<file path="config.mk">
export PLATFORM = sky130hd
export DESIGN_NAME = prach_ditfft2_twiddle
export DESIGN_NICKNAME = d
export VERILOG_FILES = /design/src/rtl/prach_ditfft2_twiddle.sv
export SDC_FILE = /design/constraint.sdc
export NUM_CORES = 2
export LEC_CHECK = 0
export CAP_MARGIN = 0
export CORE_MARGIN = 5
export CORE_UTILIZATION = 35
export DETAILED_ROUTE_END_ITERATION = 10
export PLACE_DENSITY_LB_ADDON = 0.25
export SYNTH_ARGS = -nofsm -noshare
export SYNTH_HDL_FRONTEND = slang
export SYNTH_SLANG_ARGS = --single-unit
export TNS_END_PERCENT = 20
</file>
<file path="constraint.sdc">
create_clock -name clk -period 28.9 [get_ports clk]
set_input_delay 4.335 -clock clk [delete_from_list [all_inputs] [get_ports clk]]
set_output_delay 4.335 -clock clk [all_outputs]
set_load 0.01 [all_outputs]
</file>
<file path="src/rtl/prach_ditfft2_twiddle.sv">
// Streaming twiddle multiplier between radix-2 DIT butterfly stages.
// Upper half of each frame is rotated by W_L^j; lower half bypasses.
`timescale 1ns/1ps
module prach_ditfft2_twiddle #(
   parameter int NUM_FFT_LENGTH = 8,
   parameter int TWIDDLE_WIDTH  = 18
) (
   input  logic               clk,
   input  logic               rst,
   input  logic signed [17:0] din_dr,
   input  logic signed [17:0] din_di,
   input  logic               din_dv,
   input  logic               sync_in,
   input  logic               sync_ahead_in,
   output logic signed [17:0] dout_dr,
   output logic signed [17:0] dout_di,
   output logic               dout_dv,
   output logic               sync_out,
   output logic               sync_ahead_out
);

   localparam int LATENCY = 4;
   localparam int DW   = 18;
   localparam int L    = NUM_FFT_LENGTH;
   localparam int HALF = L / 2;
   localparam int TW   = TWIDDLE_WIDTH;
   localparam int CW   = (L > 2) ? $clog2(L) : 1;
   localparam int JW   = (HALF > 1) ? $clog2(HALF) : 1;
   localparam int PW   = DW + TW;
   localparam int SW   = PW + 1;
   localparam int FRAC = TW - 2;
   localparam real PI  = 3.14159265358979323846;
   localparam logic signed [SW:0] RND = (SW+1)'(1) <<< (TW - 3);

   // Elaboration-time twiddle value, round-to-nearest (ties away from zero)
   function automatic logic signed [TW-1:0] tw_val(input int j, input logic im);
      real ang;
      real v;
      ang = 2.0 * PI * real'(j) / real'(L);
      v   = im ? -$sin(ang) : $cos(ang);
      v   = v * (2.0 ** FRAC);
      if (v >= 0.0) return TW'($rtoi(v + 0.5));
      return TW'(-$rtoi(0.5 - v));
   endfunction

   function automatic logic signed [DW-1:0] rnd_sat(input logic signed [SW-1:0] v);
      logic signed [SW:0] t;
      t = (SW+1)'(v) + RND;
      t = t >>> FRAC;
      if (t[SW] && !(&t[SW:DW-1])) return {1'b1, {(DW-1){1'b0}}};
      if (!t[SW] && (|t[SW:DW-1])) return {1'b0, {(DW-1){1'b1}}};
      return t[DW-1:0];
   endfunction

   logic signed [TW-1:0] rom_wr [2**JW];
   logic signed [TW-1:0] rom_wi [2**JW];

   for (genvar g = 0; g < 2**JW; g++) begin : g_rom
      localparam logic signed [TW-1:0] WR = tw_val(g, 1'b0);
      localparam logic signed [TW-1:0] WI = tw_val(g, 1'b1);
      assign rom_wr[g] = WR;
      assign rom_wi[g] = WI;
   end

   logic [CW-1:0] cnt;
   logic [CW-1:0] idx;
   logic [JW-1:0] jdx;
   logic          started;
   logic          byp0;

   assign idx  = sync_in ? '0 : (started ? cnt : '0);
   assign jdx  = JW'(idx - CW'(HALF));
   assign byp0 = (idx < CW'(HALF));

   // Counter idles until the first sync, then free-runs across frames
   always_ff @(posedge clk or posedge rst) begin
      if (rst) begin
         cnt     <= '0;
         started <= 1'b0;
      end else if (sync_in || started) begin
         started <= 1'b1;
         cnt     <= (idx == CW'(L - 1)) ? '0 : idx + CW'(1);
      end
   end

   logic signed [DW-1:0] x1r, x1i, x2r, x2i, x3r, x3i;
   logic signed [TW-1:0] w1r, w1i;
   logic                 b1, b2, b3;
   logic signed [PW-1:0] p_rr, p_ii, p_ri, p_ir;
   logic signed [SW-1:0] sr, si;

   always_ff @(posedge clk or posedge rst) begin
      if (rst) begin
         x1r <= '0;
         x1i <= '0;
         w1r <= '0;
         w1i <= '0;
         b1  <= 1'b0;
      end else begin
         x1r <= din_dr;
         x1i <= din_di;
         w1r <= rom_wr[jdx];
         w1i <= rom_wi[jdx];
         b1  <= byp0;
      end
   end

   always_ff @(posedge clk or posedge rst) begin
      if (rst) begin
         p_rr <= '0;
         p_ii <= '0;
         p_ri <= '0;
         p_ir <= '0;
         x2r  <= '0;
         x2i  <= '0;
         b2   <= 1'b0;
      end else begin
         p_rr <= PW'(x1r) * PW'(w1r);
         p_ii <= PW'(x1i) * PW'(w1i);
         p_ri <= PW'(x1r) * PW'(w1i);
         p_ir <= PW'(x1i) * PW'(w1r);
         x2r  <= x1r;
         x2i  <= x1i;
         b2   <= b1;
      end
   end

   always_ff @(posedge clk or posedge rst) begin
      if (rst) begin
         sr  <= '0;
         si  <= '0;
         x3r <= '0;
         x3i <= '0;
         b3  <= 1'b0;
      end else begin
         sr  <= SW'(p_rr) - SW'(p_ii);
         si  <= SW'(p_ri) + SW'(p_ir);
         x3r <= x2r;
         x3i <= x2i;
         b3  <= b2;
      end
   end

   always_ff @(posedge clk or posedge rst) begin
      if (rst) begin
         dout_dr <= '0;
         dout_di <= '0;
      end else begin
         dout_dr <= b3 ? x3r : rnd_sat(sr);
         dout_di <= b3 ? x3i : rnd_sat(si);
      end
   end

   logic [LATENCY-1:0][2:0] sb;

   always_ff @(posedge clk or posedge rst) begin
      if (rst) begin
         sb <= '0;
      end else begin
         sb <= {sb[LATENCY-2:0], {sync_ahead_in, sync_in, din_dv}};
      end
   end

   assign {sync_ahead_out, sync_out, dout_dv} = sb[LATENCY-1];

endmodule
</file>
==> summary.txt <==
Run status
  – Status: complete, no violations

Layout
  – Nets: 6521
  – Antenna cells: 0
  – Layout area overhead: 9.472%
  – Share of layout cells above drive strength 1: 2.420%
  – Fillers: 14170

CTS
  – PostCTS Resize Cnt: 0
  – Clock sinks: 354
  – CTS Hold Buffers Added: 0
  – Clock tree buffer depth: 3
  – Htree depth: 2
  – Post-CTS Setup Bufs: 0
  – Worst-path clk slew: 60 ps
  – CTS root buf: clkbuf_16
  – Clock Latency Late Sink: 660 ps
  – CTS tree: built
  – CTS Buf Count: 46

Yosys
  – Synth top area cells: fa_1 (38%), dfrtp_1 (18%), ha_1 (15%)
  – Post-synthesis register bit count: 354
  – Unique masters post-synth: 79
  – Cells after synthesis: 4823
  – Largest family of logic cells by synthesized area: adder cells
  – Synth top area share: 38.17%
  – Post-synthesis mux area share: 0.2856%
  – Top-count cell post-synth: inv_1
  – Post-Synth Adder-Cell Area: 53.30%
  – Synth Area in Compound Gates: 6.933%
  – Area leader, netlist: fa_1
  – Mapped Avg Cell Area: 10.35 µm²
  – Post-synthesis sequential area ratio: 17.74%
  – Post-Synth Simple-Gate Area: 6.901%
  – Top FF cell, synth: dfrtp_1
  – Area share of xor/xnor cells in the synthesized design: 4.192%
  – Number of synthesized flops with an enable pin: 0
  – Synth async-reset ratio: 100.0%
  – Warnings, synthesis: 0
  – Synth top cells by count: inv_1 (1361), fa_1 (952), ha_1 (604)
  – Cell Area, Synth: 0.04993 mm²

Setup path
  – Reg2reg start: w1r[0]
  – Critical path arrival: 8850 ps
  – R2R setup slack: 20640 ps
  – R2r worst-path depth: 24
  – Critical Path End Type: register
  – Crit-path cells: buf_4 > and2_1 > buf_4 > clkinv_1 > fa_1 > inv_1 > fa_1 > inv_1 > fa_1 > fa_1 > inv_1 > fa_1 > inv_1 > fa_1 > inv_1 > ha_1 > a21o_2 > a22oi_1 > a21boi_2 > or3_1 > a31o_1 > or3b_1 > a31oi_2 > xnor2_1
  – Slowest CP cell: clkinv_1
  – CP startpoint kind: register
  – Critical path class: register to register
  – Critical R2R Capture: p_rr[35]
  – Most used cell along the critical path: fa_1
  – Max stage delay on crit path: 910 ps
  – Worst Path Required: 29480 ps
  – Peak fanout along the critical path: 38

Timing
  – Slew HR: 15.20%
  – RSZ-0062 raised after global routing: false
  – Final Hold Fails: 0
  – Clk_skew: 41.80 ps
  – Final min period: 8263 ps
  – Setup Viol. Count Final: 0
  – Final period utilization: 28.59%
  – Worst-Margin Slew: 1272 ps
  – Fmax: 121.0 MHz
  – Worst setup margin: 20640 ps
  – Final Max Tran Viols: 0
  – Setup Total Neg Slack: 0 ps

Pwr
  – PwrDens: 95.54 mW/mm²
  – Max IR drop VDD: 0.00006746 V
  – Lkg Pwr: 28.43 nW

Placed design
  – Hpwl dp: 106400 µm
  – GPL Wtd Cong: 0.8777
  – I/O Buffers: 79
  – Setup WS pre-CTS: 20690 ps

Min path
  – WHS Path Cells: 0
  – Min-Delay Startpoint: x2r[10]
  – Hold Path Class: register to register
  – WHS Endpoint: x3r[10]

Route
  – Vias: 32160
  – DRC: 0
  – Total wire length: 123800 µm
  – DR pass1 iterations: 6
  – Routed vias/inst: 4.696
  – Drt wl/cell: 18.08 µm
  – DR iter-0 viols: 1669
  – Post-DRT Antenna Nets: 0

Floorplan
  – Row Count: 138
  – CORE AREA: 0.1416 mm²
  – Starting density of the core: 35.27%
  – Chip height: 387.7 µm
  – Die area: 0.1503 mm²
  – I/O Pins: 80
  – Chip Width: 387.7 µm

Flow run
  – Max-cap violations: 0

Global routing
  – First-pass GRT wire length: 199100 µm
  – Global route overflow: 0
  – Vias in the first global route: 35050
  – GRT Total Usage: 16.88%
  – Initial antenna violation count: 0
  – Largest net degree at the start of global routing: 75
## power by group
part | internal [mW] | switching, mW
registers | 0.692 | 0.122
clock network | 0.353 | 0.249
logic | 1.60 | 2.21
total | 2.65 | 2.58
## cell type report
class | count | area (µm²) | share of cell area [%]
Multi-Input combinational cell | 3057 | 35770 | 65.44
Clock buffer | 57 | 1232 | 2.255
Sequential cell | 354 | 8860 | 16.21
Tap cell | 1890 | 2365 | 4.326
Clock inverter | 26 | 355.3 | 0.6500
Inverter | 1365 | 5131 | 9.387
Timing Repair Buffer | 100 | 948.4 | 1.735
## cell families (layout without fill, tap and decap cells)
logic type | count (synthesis) | in the layout
adder cells (fa/ha/maj) | 1556 | 1556
XOR/XNOR | 239 | 239
multiplexers | 14 | 14
AND/OR/NAND/NOR | 720 | 720
other | 1 | 2
buffers and inverters | 1413 | 1548
AO/OA/AOI/OAI | 526 | 526
flip-flops | 354 | 354
## worst max path at each step
stage,startpoint,end,slack (ps),depth (start not counted)
finish,w1r[0],p_rr[35],20640,24
global route,w1r[0],p_rr[35],20220,24
global placement,w1r[0],p_rr[35],20780,24
detailed placement,w1r[0],p_rr[35],20690,24
floorplan,rst,b1,14740,1
CTS,w1r[0],p_rr[35],20670,24
## registers in the layout, summed over array words and instances, names as in the netlist, 22 cells and up
name  cells
p_ii     35
p_rr     35
sr       22
p_ir     36
p_ri     36
si       22
## per-stage QoR
| stage | power (mW) | hold WS [ps] | cell area, µm² | util, % | cells |
|---|---|---|---|---|---|
| floorplan | 3.629 | 331.2 | 49940 | - | 4824 |
| global route | 5.821 | 349.6 | 54660 | 38.61 | 6849 |
| CTS | 5.311 | 346.0 | 54660 | 38.61 | 6849 |
| detailed placement | 4.656 | 334.7 | 53080 | 37.49 | 6766 |
| global placement | 4.629 | 331.9 | 53080 | 37.49 | 6766 |
| finish | 5.223 | 342.7 | 54660 | 38.61 | 6849 |
## per-layer routing
metal  vias up  routed length, µm  global-route usage (%)
met5         -                  0                       0
met4         0               2191                   3.121
met3       106               4848                   2.305
met2       500              60390                   28.83
met1     16620              56380                   23.19
li1      14940                  -                       -
## worst max-delay path, delay by kind of cell, from the launching register on
| family | cells | cell delay (ps) |
|---|---|---|
| xor gates and xnor gates | 1 | 130 |
| DFF | 1 | 320 |
| and+or+nand+nor | 3 | 1010 |
| adders and majority gates | 7 | 3660 |
| buffers and inverters | 8 | 1890 |
| AOI/OAI and AO/OA | 5 | 1080 |
## layout by cell type, fill, tap and decap left out, types with 8 or more instances in the layout
master	n
and4_1	13
nand4_1	19
clkbuf_16	46
mux2i_1	12
nor3_1	32
xor2_1	65
nand2_1	199
nand2b_1	28
o22ai_1	20
xnor2_1	174
and2_1	97
a21o_1	55
dfrtp_1	353
nor2b_1	18
clkdlybuf4s50_1	79
o31ai_1	9
nor2_1	209
and3_1	28
o21ai_0	104
a221oi_1	23
a211oi_1	20
ha_1	604
fa_1	952
nand3_1	46
o21a_1	36
inv_1	1360
a21oi_1	138
a31oi_1	22
o21bai_1	19
clkinv_2	8
buf_4	21
No activity file was read; power rests on OpenSTA's default activity.
